===== config.mk =====
export PLATFORM = sky130hd
export DESIGN_NAME = armleocpu_multiplier
export DESIGN_NICKNAME = d
export VERILOG_FILES = /design/src/rtl/armleocpu_defines.sv /design/src/rtl/armleocpu_unsigned_multiplier.sv /design/src/rtl/armleocpu_multiplier.sv
export SDC_FILE = /design/constraint.sdc
export NUM_CORES = 1
export LEC_CHECK = 0
export ABC_CLOCK_PERIOD_IN_PS = 3000
export CAP_MARGIN = 20
export CORE_MARGIN = 2
export CORE_UTILIZATION = 37
export CTS_BUF_LIST = sky130_fd_sc_hd__clkbuf_4
export DETAILED_ROUTE_END_ITERATION = 7
export SLEW_MARGIN = 25
export SYNTH_ARGS = -nofsm -noshare
export SYNTH_HDL_FRONTEND = slang
export SYNTH_HIERARCHICAL = 1
export SYNTH_SLANG_ARGS = --single-unit

===== constraint.sdc =====
create_clock -name clk -period 3 [get_ports clk]
set_input_delay 0.9 -clock clk [delete_from_list [all_inputs] [get_ports clk]]
set_output_delay 0.9 -clock clk [all_outputs]
set_load 0.005 [all_outputs]

===== src/rtl/armleocpu_defines.sv =====
// Shared M-extension definitions: multiplier FSM state encoding and the
// funct3 codes the execute stage decodes into signed0/signed1 and the
// high/low result half select.
package armleocpu_defines;

    typedef enum logic [1:0] {
        MUL_STATE_IDLE = 2'd0,
        MUL_STATE_OP   = 2'd1,
        MUL_STATE_SIGN = 2'd2
    } mul_state_t;

    localparam logic [2:0] FUNCT3_MUL    = 3'b000;
    localparam logic [2:0] FUNCT3_MULH   = 3'b001;
    localparam logic [2:0] FUNCT3_MULHSU = 3'b010;
    localparam logic [2:0] FUNCT3_MULHU  = 3'b011;

endpackage


===== src/rtl/armleocpu_unsigned_multiplier.sv =====
// Unsigned radix-2 shift-add core. A fetch loads both operands; one
// iteration then runs per cycle. `last` is high during the cycle whose
// iteration is the final one, so the wrapper can leave its OP state on the
// same edge that commits the last partial sum. `result` is the accumulator.
// ARMLEOCPU_MULTIPLIER_EARLY_EXIT_EN: also finish once no multiplier bits remain.
module armleocpu_unsigned_multiplier #(
    parameter int WIDTH = 32
) (
    input  logic                 clk,
    input  logic                 rst_n,
    input  logic                 fetch,
    input  logic [WIDTH-1:0]     factor0,
    input  logic [WIDTH-1:0]     factor1,
    output logic                 last,
    output logic [2*WIDTH-1:0]   result
);

    localparam int CW = $clog2(WIDTH) + 1;

    logic [2*WIDTH-1:0] acc;
    logic [2*WIDTH-1:0] mcand;
    logic [WIDTH-1:0]   mplier;
    logic [CW-1:0]      counter;
    logic               running;

    // Final iteration: fixed count, or optionally no bits left to add.
    always_comb begin
        last = 1'b0;
        if (running) begin
`ifdef ARMLEOCPU_MULTIPLIER_EARLY_EXIT_EN
            last = (counter == CW'(WIDTH - 1)) || (mplier[WIDTH-1:1] == '0);
`else
            last = (counter == CW'(WIDTH - 1));
`endif
        end
    end

    assign result = acc;

    // Operand load on fetch, then one shift-add step per cycle.
    always_ff @(posedge clk or negedge rst_n) begin
        if (!rst_n) begin
            acc     <= '0;
            mcand   <= '0;
            mplier  <= '0;
            counter <= '0;
            running <= 1'b0;
        end else if (fetch) begin
            acc     <= '0;
            mcand   <= {{WIDTH{1'b0}}, factor0};
            mplier  <= factor1;
            counter <= '0;
            running <= 1'b1;
        end else if (running) begin
            if (mplier[0]) begin
                acc <= acc + mcand;
            end
            mcand   <= mcand << 1;
            mplier  <= mplier >> 1;
            counter <= counter + 1'b1;
            if (last) begin
                running <= 1'b0;
            end
        end
    end

endmodule


===== src/rtl/armleocpu_multiplier.sv =====
// Signed/unsigned 32x32->64 multiplier for MUL/MULH/MULHSU/MULHU.
// Operands are converted to magnitudes, multiplied by the unsigned core,
// and the product sign is restored in the SIGN stage.
// Handshake: fetch is sampled only while idle (state == MUL_STATE_IDLE);
// busy is high from the cycle after an accepted fetch until ready; ready is
// a one-cycle pulse and result holds its value until the next completion.
// ARMLEOCPU_MULTIPLIER_EARLY_EXIT_EN: core finishes once the remaining
// multiplier bits are zero (same results, shorter latency).
module armleocpu_multiplier #(
    parameter int WIDTH = 32
) (
    input  logic                 clk,
    input  logic                 rst_n,
    input  logic                 fetch,
    input  logic [WIDTH-1:0]     factor0,
    input  logic [WIDTH-1:0]     factor1,
    input  logic                 signed0,
    input  logic                 signed1,
    output logic                 busy,
    output logic                 ready,
    output logic [2*WIDTH-1:0]   result
);

    import armleocpu_defines::*;

    mul_state_t          state, state_next;
    logic                neg, neg_next;
    logic                busy_next, ready_next;
    logic [2*WIDTH-1:0]  result_next;

    logic                core_fetch;
    logic                core_last;
    logic [2*WIDTH-1:0]  core_result;
    logic [WIDTH-1:0]    mag0, mag1;
    logic                neg0, neg1;

    // Operand magnitudes; the most-negative value maps to 2^(WIDTH-1), which fits.
    always_comb begin
        neg0 = signed0 & factor0[WIDTH-1];
        neg1 = signed1 & factor1[WIDTH-1];
        mag0 = neg0 ? (~factor0 + 1'b1) : factor0;
        mag1 = neg1 ? (~factor1 + 1'b1) : factor1;
    end

    assign core_fetch = (state == MUL_STATE_IDLE) && fetch;

    armleocpu_unsigned_multiplier #(
        .WIDTH (WIDTH)
    ) u_core (
        .clk     (clk),
        .rst_n   (rst_n),
        .fetch   (core_fetch),
        .factor0 (mag0),
        .factor1 (mag1),
        .last    (core_last),
        .result  (core_result)
    );

    // Next-state and registered-output logic.
    always_comb begin
        state_next  = state;
        neg_next    = neg;
        busy_next   = busy;
        ready_next  = 1'b0;
        result_next = result;
        case (state)
            MUL_STATE_IDLE: begin
                if (fetch) begin
                    neg_next   = neg0 ^ neg1;
                    busy_next  = 1'b1;
                    state_next = MUL_STATE_OP;
                end
            end
            MUL_STATE_OP: begin
                if (core_last) begin
                    state_next = MUL_STATE_SIGN;
                end
            end
            MUL_STATE_SIGN: begin
                result_next = neg ? (~core_result + 1'b1) : core_result;
                ready_next  = 1'b1;
                busy_next   = 1'b0;
                state_next  = MUL_STATE_IDLE;
            end
            default: begin
                state_next = MUL_STATE_IDLE;
                busy_next  = 1'b0;
            end
        endcase
    end

    // State and output registers; reset discards any operation in flight.
    always_ff @(posedge clk or negedge rst_n) begin
        if (!rst_n) begin
            state  <= MUL_STATE_IDLE;
            neg    <= 1'b0;
            busy   <= 1'b0;
            ready  <= 1'b0;
            result <= '0;
        end else begin
            state  <= state_next;
            neg    <= neg_next;
            busy   <= busy_next;
            ready  <= ready_next;
            result <= result_next;
        end
    end

endmodule


==> flow_summary.json <==
{
  "worstSkewPairLatency_ns": 0.76,
  "grt_overflow": 0,
  "synth_ff_type": "dfrtp_1",
  "stdcell_area_um2": 21100,
  "rr_startpoint": "u_core/result[23]$_DFFE_PN0P_",
  "cp_max_fo": 3,
  "criticalPathCategory": "reg -> reg",
  "drt_iter0_markers": 959,
  "switchingPower_w": 0.00887,
  "drt-pass1-iter-count": 5,
  "synth_nets": 1994,
  "synthArstFlopShare": 1.00,
  "start_util": 0.375,
  "grt_max_degree": 175,
  "seqPwrFrac": 0.269,
  "wirelength_mm": 45.1,
  "route.detailed.drc": 0,
  "placed_area_um2": 19700,
  "setup_viol": 0,
  "grt_antenna_before_repair": 1,
  "synth_top_area_cell": "dfrtp_1",
  "hpwl_mm": 34.3,
  "synth_area_um2": 16200,
  "io_pins": 135,
  "die_y_um": 213,
  "routedWlPerCell_um": 15.8,
  "grt_pass1_vias": 14213,
  "grtUsageTotal": 0.201,
  "p_leak_nw": 9.81,
  "ant_nets": 0,
  "final_common_cell": "nand2_1",
  "syn_inst": 1857,
  "cts_buffers": 67,
  "power_density_nw_per_um2": 960,
  "ys_ff_latch": 236,
  "finClkSkew_ns": 0.0508,
  "post-route-period-util": 0.987,
  "endpoint_kind": "register",
  "max_freq_ghz": 0.338,
  "hold_viol_final": 0,
  "p_clk_frac": 0.139,
  "ir_drop_mv": 0.533,
  "vias_per_cell": 5.17,
  "switching_share": 0.439,
  "dieArea_um2": 45400,
  "path_clk_slew_ns": 0.06,
  "grt_pass1_wl_mm": 73.0,
  "final_cell_mix": "nand2_1, buf_4, dfrtp_1, o21ai_0, clkdlybuf4s50_1",
  "ys_types": 96,
  "drive_above_1_share": 0.218,
  "worst_pin_slew_ns": 0.760,
  "final_cell_count_no_fill": 2849,
  "combPwrFrac": 0.592,
  "maxCapViolations": 0,
  "htree_levels": 3,
  "dp.cells": 2726,
  "yosys_warnings": 6,
  "synth_area_leaders": "dfrtp_1, nand2_1, mux2i_1",
  "fin_crit_ns": 2.96,
  "num_rows": 76,
  "io_buffers": 134,
  "cts_buffer_depth": 3,
  "core_um2": 43100,
  "arrival_ns": 3.57,
  "startpoint": "u_core/result[23]$_DFFE_PN0P_",
  "num_vias": 14734,
  "synth_top_area_frac": 0.365,
  "outcome": "finished, final reports clean",
  "clock_sinks": 236,
  "maxSlewViolCount": 0,
  "cts_tree": "built",
  "grt_setup_unrepaired": "yes",
  "areaGrowthSynthToFinish_pct": 30.5,
  "cts-root-buf": "clkbuf_4",
  "avgSynthCellArea_um2": 8.70,
  "finalNetCount": 2357,
  "die_width_um": 213,
  "start_kind": "register",
  "p_total_w": 0.0202,
  "seq_area_frac_synth": 0.365,
  "max-slew-margin-rel": 0.493,
  "internal_power_w": 0.0114,
  "ctsHoldBuffers": 0,
  "gp_congestion": 0.889,
  "holdCritPathClass": "in -> async",
  "num-fill-cells": 4095,
  "cp.required_ns": 3.61,
  "synth_edf_count": 0
}
[logic make-up after synthesis]
kind of cell / share of synthesized area
AO/OA/AOI/OAI: 0.212
XOR/XNOR: 0.0911
adder cells (fa/ha/maj): 0.0531
buffers and inverters: 0.0376
flip-flops: 0.365
multiplexers: 0.0601
AND/OR/NAND/NOR: 0.180
[registers in the layout, indices dropped and copies added (netlist names)]
signal	flops
u_core/counter	6
u_core/result	64
u_core/mplier	32
u_core/mcand	64
result	64
neg	1
u_core/running	1
ready	1
state	2
busy	1
[worst max-delay path, stage by stage (launching register included)]
cell	delay, ns
dfrtp_1	0.45
ha_4	0.30
nand4_1	0.19
nor4_4	0.37
a31oi_4	0.14
o31a_1	0.37
o311a_4	0.34
o31ai_4	0.29
a21oi_2	0.07
or3_1	0.30
[area by class of cell]
class                   count  area [um^2]  area share
well taps                 585          732      0.0347
diodes                      2         5.00    0.000237
flip-flops and latches    236         5910       0.280
clock inverters            14         55.1     0.00261
repair buffers            396         3380       0.160
clock buffers              97          728      0.0345
multi-input cells        1489        10200       0.482
inverters                  30          113     0.00534
[per-stage QoR]
step | utilization | setup WS, ns | hold slack [ns] | TNS [ns]
floorplan | - | 0.0394 | 0.464 | 0
global placement | 0.458 | -0.505 | 0.463 | -6.92
detailed placement | 0.458 | -0.491 | 0.471 | -7.39
CTS | 0.478 | -0.0378 | 0.0313 | -0.0378
global route | 0.489 | -0.0452 | 0.0699 | -0.182
finish | 0.489 | 0.0392 | 0.0794 | 0
[per-layer routing]
layer  GRT usage  part of all wire  wire length [um]  vias up
met5           0                 0                 0        -
met4      0.0622             0.014               648        0
met3      0.0399             0.054              2460       46
met2       0.300              0.43             19400      343
met1       0.291              0.50             22600     6898
li1            -                 -                 -     7447
[repair_timing]
item / in CTS / in global routing
buffers inserted: 3 / 7
pin swaps: 4 / 34
gates resized for setup: 17 / 70
endpoints found under the setup margin: 21 / 28
endpoints found under the hold margin: 0 / 0
[cells in the mapped netlist, types with 4 or more instances]
cell type,instances
a31oi_1,11
o31ai_2,7
and2_1,6
o21ai_0,163
o21ai_1,52
a21oi_1,134
ha_1,67
buf_1,6
o41ai_2,10
nor2b_1,7
or2_2,8
nor3_2,6
nand2b_1,7
nor2_1,118
o21bai_1,11
nand2_1,290
xnor2_1,59
nor3b_1,7
o41ai_1,9
xor2_1,109
or4_1,16
o21a_1,11
mux2i_1,97
dfrtp_1,236
o211ai_1,4
a211oi_1,9
a21o_1,40
nor4_1,13
or3_1,24
nand3_1,31
clkbuf_1,79
nor3_1,26
and3_1,5
clkbuf_8,7
inv_1,30
nand4_1,24
o31ai_1,29
[final timing paths]
check,endpoint,slack (ns),cells after the start
worst max-delay path,u_core/result[61]$_DFFE_PN0P_,0.04,9
worst min-delay path,u_core/mplier[25]$_DFFE_PN0P_,0.08,1
worst max register to register,u_core/result[61]$_DFFE_PN0P_,0.04,9
worst min register to register,result[21]$_DFFE_PN0P_,0.48,2
max in group asynchronous,u_core/running$_DFF_PN0_,2.16,2
min in group clk,result[21]$_DFFE_PN0P_,0.48,2
[power groups by stage]
stage	logic (W)	clock network [W]	registers, W
6_report	0.0120	0.00282	0.00544
3_3_place_gp	0.0112	0	0.00536
2_1_floorplan	0.00736	0	0.00514
3_5_place_dp	0.0113	0	0.00539
4_1_cts	0.0114	0.00296	0.00534
5_1_grt	0.0133	0.00313	0.00557
No activity file was read; power rests on OpenSTA's default activity.
